### config.mk
export PLATFORM = sky130hd
export DESIGN_NAME = button_conditioner
export DESIGN_NICKNAME = d
export VERILOG_FILES = /design/src/rtl/button_pkg.sv /design/src/rtl/button_channel.sv /design/src/rtl/button_conditioner.sv
export SDC_FILE = /design/constraint.sdc
export NUM_CORES = 1
export LEC_CHECK = 0
export ABC_AREA = 1
export BUFFER_PORTS_ARGS = -buffer_cell sky130_fd_sc_hd__buf_2
export CAP_MARGIN = 10
export CORE_MARGIN = 5
export CORE_UTILIZATION = 45
export CTS_CLUSTER_DIAMETER = 150
export CTS_CLUSTER_SIZE = 40
export DETAILED_ROUTE_END_ITERATION = 8
export GPL_ROUTABILITY_DRIVEN = 0
export PLACE_DENSITY = 0.67
export SLEW_MARGIN = 10
export SYNTH_ARGS = -nofsm -noshare
export SYNTH_HDL_FRONTEND = slang
export SYNTH_HIERARCHICAL = 1
export SYNTH_SLANG_ARGS = --single-unit
### constraint.sdc
create_clock -name Clk -period 2.6 [get_ports Clk]
set_clock_uncertainty 0.2 [all_clocks]
set_input_delay 0.78 -clock Clk [delete_from_list [all_inputs] [get_ports Clk]]
set_output_delay 0.78 -clock Clk [all_outputs]
set_load 0.05 [all_outputs]
### src/rtl/button_pkg.sv
// Shared types and default constants for the push-button conditioning path.
package button_pkg;

  // Per-channel debounce/repeat state.
  typedef enum logic [1:0] {
    RELEASED   = 2'd0,
    HELD_DELAY = 2'd1,
    HELD_RPT   = 2'd2
  } chan_state_t;

  localparam int DEF_N_BTN            = 3;
  localparam int DEF_TICK_DIV         = 50000;
  localparam int DEF_DEBOUNCE_TICKS   = 20;
  localparam int DEF_RPT_DELAY_TICKS  = 400;
  localparam int DEF_RPT_PERIOD_TICKS = 100;

  // Bits needed to hold 0..max_val; never narrower than one bit.
  function automatic int cnt_width(input int max_val);
    return (max_val < 1) ? 1 : $clog2(max_val + 1);
  endfunction

endpackage

### src/rtl/button_channel.sv
// One button channel: debounce FSM, stable counter (dc), repeat counter (rc)
// and the registered level / press / release / sticky event outputs.
module button_channel
  import button_pkg::*;
#(
  parameter int DEBOUNCE_TICKS   = DEF_DEBOUNCE_TICKS,
  parameter int RPT_DELAY_TICKS  = DEF_RPT_DELAY_TICKS,
  parameter int RPT_PERIOD_TICKS = DEF_RPT_PERIOD_TICKS
) (
  input  logic i_clk,
  input  logic i_reset_n,
  input  logic i_s,
  input  logic i_tick,
  input  logic i_ack,
  output logic o_level,
  output logic o_press,
  output logic o_release,
  output logic o_evt
);

  localparam int RC_MAX = (RPT_DELAY_TICKS > RPT_PERIOD_TICKS) ? RPT_DELAY_TICKS
                                                                : RPT_PERIOD_TICKS;
  localparam int DCW = cnt_width(DEBOUNCE_TICKS);
  localparam int RCW = cnt_width(RC_MAX);

  localparam logic [DCW-1:0] DC_TARGET = DCW'(DEBOUNCE_TICKS);
  localparam logic [RCW-1:0] RC_DELAY  = RCW'(RPT_DELAY_TICKS);
  localparam logic [RCW-1:0] RC_PERIOD = RCW'(RPT_PERIOD_TICKS);

  chan_state_t    r_state;
  logic [DCW-1:0] r_dc;
  logic [RCW-1:0] r_rc;
  logic           r_level;
  logic           r_press;
  logic           r_release;
  logic           r_evt;

  chan_state_t    w_state_nx;
  logic [DCW-1:0] w_dc_nx;
  logic [RCW-1:0] w_rc_nx;
  logic           w_level_nx;
  logic           w_press_nx;
  logic           w_release_nx;
  logic           w_evt_set;
  logic           w_evt_nx;
  logic [DCW-1:0] w_dc_inc;
  logic [RCW-1:0] w_rc_inc;

  // Saturating increments so a counter can never wrap back through zero.
  assign w_dc_inc = (r_dc == '1) ? r_dc : r_dc + 1'b1;
  assign w_rc_inc = (r_rc == '1) ? r_rc : r_rc + 1'b1;

  // Next-state, counter and output decode for the channel FSM.
  always_comb begin
    w_state_nx   = r_state;
    w_dc_nx      = r_dc;
    w_rc_nx      = r_rc;
    w_level_nx   = r_level;
    w_press_nx   = 1'b0;
    w_release_nx = 1'b0;
    w_evt_set    = 1'b0;

    case (r_state)
      RELEASED: begin
        // Any low sample restarts the press qualification window.
        if (!i_s) begin
          w_dc_nx = '0;
        end else if (i_tick) begin
          w_dc_nx = w_dc_inc;
          if (w_dc_inc == DC_TARGET) begin
            w_state_nx = HELD_DELAY;
            w_dc_nx    = '0;
            w_rc_nx    = '0;
            w_level_nx = 1'b1;
            w_press_nx = 1'b1;
            w_evt_set  = 1'b1;
          end
        end
      end

      HELD_DELAY, HELD_RPT: begin
        // Auto-repeat keeps running while a release is being qualified.
        if (i_tick) begin
          w_rc_nx = w_rc_inc;
          if ((r_state == HELD_DELAY) && (w_rc_inc == RC_DELAY)) begin
            w_evt_set  = 1'b1;
            w_rc_nx    = '0;
            w_state_nx = HELD_RPT;
          end else if ((r_state == HELD_RPT) && (w_rc_inc == RC_PERIOD)) begin
            w_evt_set = 1'b1;
            w_rc_nx   = '0;
          end
        end
        // Release qualification; a completed release overrides the repeat move.
        if (i_s) begin
          w_dc_nx = '0;
        end else if (i_tick) begin
          w_dc_nx = w_dc_inc;
          if (w_dc_inc == DC_TARGET) begin
            w_state_nx   = RELEASED;
            w_dc_nx      = '0;
            w_rc_nx      = '0;
            w_level_nx   = 1'b0;
            w_release_nx = 1'b1;
          end
        end
      end

      default: begin
        w_state_nx = RELEASED;
        w_dc_nx    = '0;
        w_rc_nx    = '0;
        w_level_nx = 1'b0;
      end
    endcase

    // A new event wins over a simultaneous acknowledge; repeated sets collapse.
    if (w_evt_set) begin
      w_evt_nx = 1'b1;
    end else if (i_ack) begin
      w_evt_nx = 1'b0;
    end else begin
      w_evt_nx = r_evt;
    end
  end

  // State, counter and output registers with synchronous active-low reset.
  always_ff @(posedge i_clk) begin
    if (!i_reset_n) begin
      r_state   <= RELEASED;
      r_dc      <= '0;
      r_rc      <= '0;
      r_level   <= 1'b0;
      r_press   <= 1'b0;
      r_release <= 1'b0;
      r_evt     <= 1'b0;
    end else begin
      r_state   <= w_state_nx;
      r_dc      <= w_dc_nx;
      r_rc      <= w_rc_nx;
      r_level   <= w_level_nx;
      r_press   <= w_press_nx;
      r_release <= w_release_nx;
      r_evt     <= w_evt_nx;
    end
  end

  assign o_level   = r_level;
  assign o_press   = r_press;
  assign o_release = r_release;
  assign o_evt     = r_evt;

endmodule

### src/rtl/button_conditioner.sv
// Push-button conditioner: shared debounce tick prescaler, per-bit two-flop
// synchronizers, and one button_channel per input bit.
module button_conditioner
  import button_pkg::*;
#(
  parameter int N_BTN            = DEF_N_BTN,
  parameter int TICK_DIV         = DEF_TICK_DIV,
  parameter int DEBOUNCE_TICKS   = DEF_DEBOUNCE_TICKS,
  parameter int RPT_DELAY_TICKS  = DEF_RPT_DELAY_TICKS,
  parameter int RPT_PERIOD_TICKS = DEF_RPT_PERIOD_TICKS
) (
  input  logic             Clk,
  input  logic             reset_n,
  input  logic [N_BTN-1:0] btn_in,
  input  logic [N_BTN-1:0] btn_ack,
  output logic [N_BTN-1:0] btn_level,
  output logic [N_BTN-1:0] btn_press,
  output logic [N_BTN-1:0] btn_release,
  output logic [N_BTN-1:0] btn_evt
);

  localparam int            PW         = cnt_width(TICK_DIV - 1);
  localparam logic [PW-1:0] PRESC_LAST = PW'(TICK_DIV - 1);

  logic [PW-1:0]    r_presc;
  logic             w_tick;
  logic [N_BTN-1:0] r_sync1;
  logic [N_BTN-1:0] r_sync2;

  // The tick is the last count of the prescaler, one Clk wide.
  assign w_tick = (r_presc == PRESC_LAST);

  // Free-running prescaler, 0..TICK_DIV-1, shared by every channel.
  always_ff @(posedge Clk) begin
    if (!reset_n) begin
      r_presc <= '0;
    end else if (w_tick) begin
      r_presc <= '0;
    end else begin
      r_presc <= r_presc + 1'b1;
    end
  end

  // Two-flop synchronizer for the asynchronous button pins.
  always_ff @(posedge Clk) begin
    if (!reset_n) begin
      r_sync1 <= '0;
      r_sync2 <= '0;
    end else begin
      r_sync1 <= btn_in;
      r_sync2 <= r_sync1;
    end
  end

  for (genvar g = 0; g < N_BTN; g++) begin : g_chan
    button_channel #(
      .DEBOUNCE_TICKS  (DEBOUNCE_TICKS),
      .RPT_DELAY_TICKS (RPT_DELAY_TICKS),
      .RPT_PERIOD_TICKS(RPT_PERIOD_TICKS)
    ) u_chan (
      .i_clk    (Clk),
      .i_reset_n(reset_n),
      .i_s      (r_sync2[g]),
      .i_tick   (w_tick),
      .i_ack    (btn_ack[g]),
      .o_level  (btn_level[g]),
      .o_press  (btn_press[g]),
      .o_release(btn_release[g]),
      .o_evt    (btn_evt[g])
    );
  end

endmodule
### Word-level counts from Yosys, hierarchy flattened

Cells that the tools add are included.

| storage, ports and cells | value |
|---|---|
| bits in registers | 82 |
| input port bits | 8 |
| logic and storage cells | 229 |

| cells by class | value |
|---|---|
| add/subtract/negate cells | 7 |
| equal/unequal tests | 40 |
| multiplexer cells | 126 |
| bitwise logic cells | 4 |
| reductions and logical operators | 28 |

Operator list:

| cell | count |
|---|---|
| 9-bit two-way mux | 30 |
| 5-bit two-way mux | 15 |
| 9-bit equality test, second input constant | 6 |
| 9-bit one-hot mux with 2 select lines | 3 |
| 2-bit two-way mux | 24 |
| 1-bit two-way mux | 42 |
| 5-bit equality test, second input constant | 6 |
| 5-bit one-hot mux with 2 select lines | 3 |
| 9-bit by 1-bit adder with 9-bit output, second input constant | 3 |
| 9-bit by 7-bit equality test with 1-bit output, second input constant | 3 |
| 2-bit inequality test, second input constant | 10 |
| 6-bit AND reduction | 3 |
| 16-bit by 1-bit adder with 16-bit output, second input constant | 1 |
| 16-bit equality test, second input constant | 1 |
| 2-bit by 1-bit inequality test with 1-bit output, second input constant | 8 |
| 5-bit by 1-bit adder with 5-bit output, second input constant | 3 |
| 1-bit one-hot mux with 2 select lines | 6 |
| 2-bit one-hot mux with 2 select lines | 3 |
| 3-bit AND reduction | 3 |
| 3-bit OR reduction | 3 |
| 2-bit OR reduction | 4 |
| 2-bit by 1-bit equality test with 1-bit output, second input constant | 3 |
| 2-bit equality test, second input constant | 3 |
| 1-bit logical AND | 6 |
| other kinds (4) | 13 |

### Depth between registers and ports, before layout

| logic depth | value |
|---|---|
| depth in word-level cells | 11 |
| depth in mapped cells | 15 |
| depth with buffers taken out | 14 |

### Cells and area by module

The synthesis kept the hierarchy.

By module, submodules not included:

| module | times used | cells an instance | area each (µm²) |
|---|---|---|---|
| button_channel (g_chan[0].u_chan ...) | 2 | 230 | 1525.2 |
| button_channel (g_chan[2].u_chan) | 1 | 230 | 1537.7 |
| button_conditioner | 1 | 146 | 1054.8 |

### Least setup slack after synthesis

OpenSTA, ideal clock, no wires.

| path | value |
|---|---|
| path type | reg-to-reg |
| start | register r_presc[0] |
| end | register g_chan[2].u_chan.r_rc[5] |
| library setup time | 140 ps |
| arrival | 2066 ps |
| setup slack | 194 ps |
| cell stages (with the launch flop) | 15 |
| clock period less this slack | 2406 ps |
| cells stage by stage | dfxtp_1 -> ha_1 -> nand3_2 -> or2_1 -> nor2_1 -> buf_2 -> nand2_2 -> nor2_4 -> nand4_4 -> nor2_1 -> nor2_1 -> nand2_4 -> clkinv_4 -> nand3_2 -> a21oi_2 |

| between the ends | value |
|---|---|
| longest elaborated chain between the ends | 6 |

RTL lines:

| what | line | source |
|---|---|---|
| start: declaration | button_conditioner.sv:25 | `logic [PW-1:0] r_presc;` |
| start signal: assignment | button_conditioner.sv:40 | `r_presc <= r_presc + 1'b1;` |
| 16-bit equality test * | button_conditioner.sv:31 | `assign w_tick = (r_presc == PRESC_LAST);` |
| via w_tick | button_conditioner.sv:26 | `logic w_tick;` |
| 9-bit two-way mux | button_channel.sv:83 | `if (i_tick) begin` |
| 9-bit two-way mux | button_channel.sv:99 | `if (w_dc_inc == DC_TARGET) begin` |
| 9-bit two-way mux | button_channel.sv:97 | `end else if (i_tick) begin` |
| 9-bit two-way mux | button_channel.sv:95 | `if (i_s) begin` |
| 9-bit one-hot mux with 2 select lines | button_channel.sv:63 | `case (r_state)` |
| end signal: assignment | button_channel.sv:140 | `r_rc <= w_rc_nx;` |
| end: declaration | button_channel.sv:32 | `logic [RCW-1:0] r_rc;` |

The timed path passes the listed nets; every way through them passes the cells marked *.
A chain may end at the register's enable or synchronous reset.

### Worst setup path in the final report

| path | value |
|---|---|
| start | register r_presc[1] |
| end | register g_chan[2].u_chan.r_rc[6] |

The elaborated chain is that of the path after synthesis.

==> reports/metrics.cfg <==
[placement]
port_buffers=19
placed_area_mm2=0.005972
place_hpwl_mm=9.337
dpl.cell_count=1026

[drt]
wl_per_cell_um=11.87
vias=5126
first_pass_iters=5
drtIter0Drc=374
drt_wl_total_mm=12.42
vias_per_cell=4.901
drcViolationCount=0
antenna_left=0

[final_layout]
antenna_cells=0
area_delta_synth_final_pct=11.95
drive_gt1_frac=0.2002
fin_nets=897
regArea_mm2=0.001643
design_area_mm2=0.006317
multi_input_area_mm2=0.003465
fin_util=0.5068
instances_no_fill=1046
fill_cells=1259

[worst_setup_path]
crit_path_cell_trace=ha_2, nand3_2, or2_4, nor2_4, buf_12, nand2_2, nor2_4, nand4_4, nor2_1, nor2_1, nand2_4, clkinv_4, nand3_2, a21oi_2
worst_setup_path_start_kind=flop
critPathTopFamily=simple AND/OR/NAND/NOR gates
crit_path_max_fanout=8
cp_num_buf_inv=2
worstPathArrival_ns=2.48
worstSetupPathType=reg -> reg
reg2reg_slack_ns=0.16
slowest_delay_ns=0.36
slowest_stage=dfxtp_1
end_kind=flop
worst_ep_required_time_ns=2.64

[yosys]
syn-num-nets=863
yosysSeqAreaShare=0.2909
synth-async-reset-ratio=0
synth_edf_count=0
netlist_instances=836
synth_area_per_cell_um2=6.750
synth.distinct_cells=36
syn-cell-area_mm2=0.005643
ys_ff_latch=82
ys_warn_count=6
ys.flop_type=dfxtp_1

[sta]
tns_ns=0
min_period_ns=2.439
slew_headroom=0.6958
hold_viol=0
fmax_ghz=0.4100
tightest_slew_ns=0.4557
finalCritPeriodShare=0.9380
setup_viol=0
slew_viol_final=0

[floorplanning]
fp-row-count=41
die_w_um=122.0
dieHeight_um=122.0
initial_core_util=0.4527
die_area_mm2=0.01488
core_mm2=0.01247
ioPinCount=20

[pwr]
vdd_drop_max_mv=0.6015
p_leak_uw=0.002519
p_per_area_mw_per_mm2=402.7

[clock_tree]
cts_tree=built
cts_sinks=82
worst_skew_pair.late_latency_ns=0.35
cts_buffers=9
root_buffer=clkbuf_16
hold_buffers=0
htree_levels=3
cts.path.max_buffers=2
cts.clk_slew.worst_paths_ns=0.06

[global_route]
antenna_found_initial=0
grt_pass1_wl_mm=22.27
grt_max_degree=18
grt_overflow=0
grt_pass1_vias=4965
track_usage=0.1828

[outcome]
outcome=finished, final reports clean

[run]
maxCapViolations=0

[worst_hold_path]
hp-class=reg -> reg

power breakdown:
| part | internal (uW) | switching [uW] |
|---|---|---|
| sequential | 1260 | 6.65 |
| combinational | 19.3 | 43.0 |
| clock | 693 | 517 |
synthesized netlist by cell type (4+ instances only):
cell type	instances	share of area
nand2_1	244	0.16
inv_1	118	0.078
nand3_2	25	0.044
nand2_2	17	0.019
xor2_1	6	0.0093
or2_1	4	0.0044
nor2_4	10	0.020
nand3b_1	6	0.0080
nand4_1	26	0.029
ha_1	19	0.042
nor3_1	5	0.0044
nand2_4	4	0.0080
nor2_2	21	0.023
o21ai_0	23	0.020
dfxtp_1	82	0.29
nand3_1	51	0.045
a21oi_1	21	0.019
a21oi_2	25	0.039
xnor2_1	7	0.011
buf_2	8	0.0071
nor2_1	78	0.052
final timing paths:
path	from	endpoint	cells after the start
worst min-delay path	r_sync1[2]	r_sync2[2]	2
worst max register to register	r_presc[1]	g_chan[2].u_chan/r_rc[6]	14
worst min register to register	r_sync1[2]	r_sync2[2]	2
worst max-delay path	r_presc[1]	g_chan[2].u_chan/r_rc[6]	14
worst register-to-register path, cell delays in order, from the launching register on:
cell and delay (ns):
dfxtp_1 0.36, ha_2 0.21, nand3_2 0.08, or2_4 0.26, nor2_4 0.13, buf_12 0.14
nand2_2 0.11, nor2_4 0.14, nand4_4 0.15, nor2_1 0.15, nor2_1 0.09, nand2_4 0.10
clkinv_4 0.09, nand3_2 0.08, a21oi_2 0.05
what timing repair did:
action                     in CTS  in global routing
pin swaps                       1                  3
resized for setup               0                  6
setup buffers                   0                  5
setup endpoints to repair       2                 36
per-stage QoR:
step | setup WS (ns) | hold slack (ns) | total power (uW)
global route | -0.004275 | 0.2379 | 2644
global placement | 0.09437 | 0.1965 | 1359
detailed placement | 0.01955 | 0.1995 | 1359
CTS | 0.02588 | 0.2131 | 2583
finish | 0.1612 | 0.2121 | 2544
floorplan | 0.1945 | 0.1900 | 1338
kinds of logic after synthesis:
| kind of cell | after synthesis | synth area share |
|---|---|---|
| XOR/XNOR | 13 | 0.02018 |
| adder cells (fa/ha/maj) | 19 | 0.04213 |
| AO/OA/AOI/OAI | 87 | 0.1064 |
| buffers and inverters | 137 | 0.09911 |
| AND/OR/NAND/NOR | 498 | 0.4412 |
| flip-flops | 82 | 0.2909 |
cell usage in the layout, fill, tap and decap left out, types with 2 or more instances in the layout:
master / n
buf_4: 16
a211oi_1: 3
o21ai_1: 3
a21oi_2: 25
o2111ai_1: 3
o21ai_4: 3
nand4_4: 3
nand2_1: 244
clkbuf_8: 2
nor2_4: 11
inv_2: 3
clkinv_2: 2
inv_1: 118
inv_6: 3
nand3b_1: 6
xor2_1: 6
a21oi_1: 21
nand3_2: 25
nand2_4: 5
clkbuf_16: 9
nand3_1: 51
ha_1: 18
nor3_1: 5
a311oi_1: 3
nand3_4: 3
nor2_1: 75
o21ai_0: 23
nand4_1: 26
or2_1: 3
xnor2_1: 7
nor2_2: 23
o211ai_1: 3
nand2_2: 16
buf_2: 19
dfxtp_1: 81
per-layer routing:
layer  wire length (um)  part of all wire  vias to the layer above  track usage
li1                   -                 -                     2733            -
met1               5958              0.48                     2310       0.2292
met2               5885              0.47                       66       0.3111
met3                351             0.028                       17      0.04457
met4                221             0.018                        0      0.05392
met5                  0                 0                        -            0
final cells by class:
class,count,share of cell area
clock buffers,11,0.04001
clock inverters,4,0.004159
inverters,124,0.07605
multi-input cells,617,0.5484
flip-flops and latches,82,0.2601
well taps,172,0.03407
repair buffers,36,0.03724
state kept, by name (all words and copies together) (netlist names):
name	flops
g_chan.u_chan/r_dc	15
g_chan.u_chan/o_release	3
r_sync2	3
r_presc	16
g_chan.u_chan/r_state	6
r_sync1	3
g_chan.u_chan/r_rc	27
g_chan.u_chan/o_press	3
g_chan.u_chan/o_evt	3
g_chan.u_chan/o_level	3
Note: power is estimated with default switching activity, not from simulation.
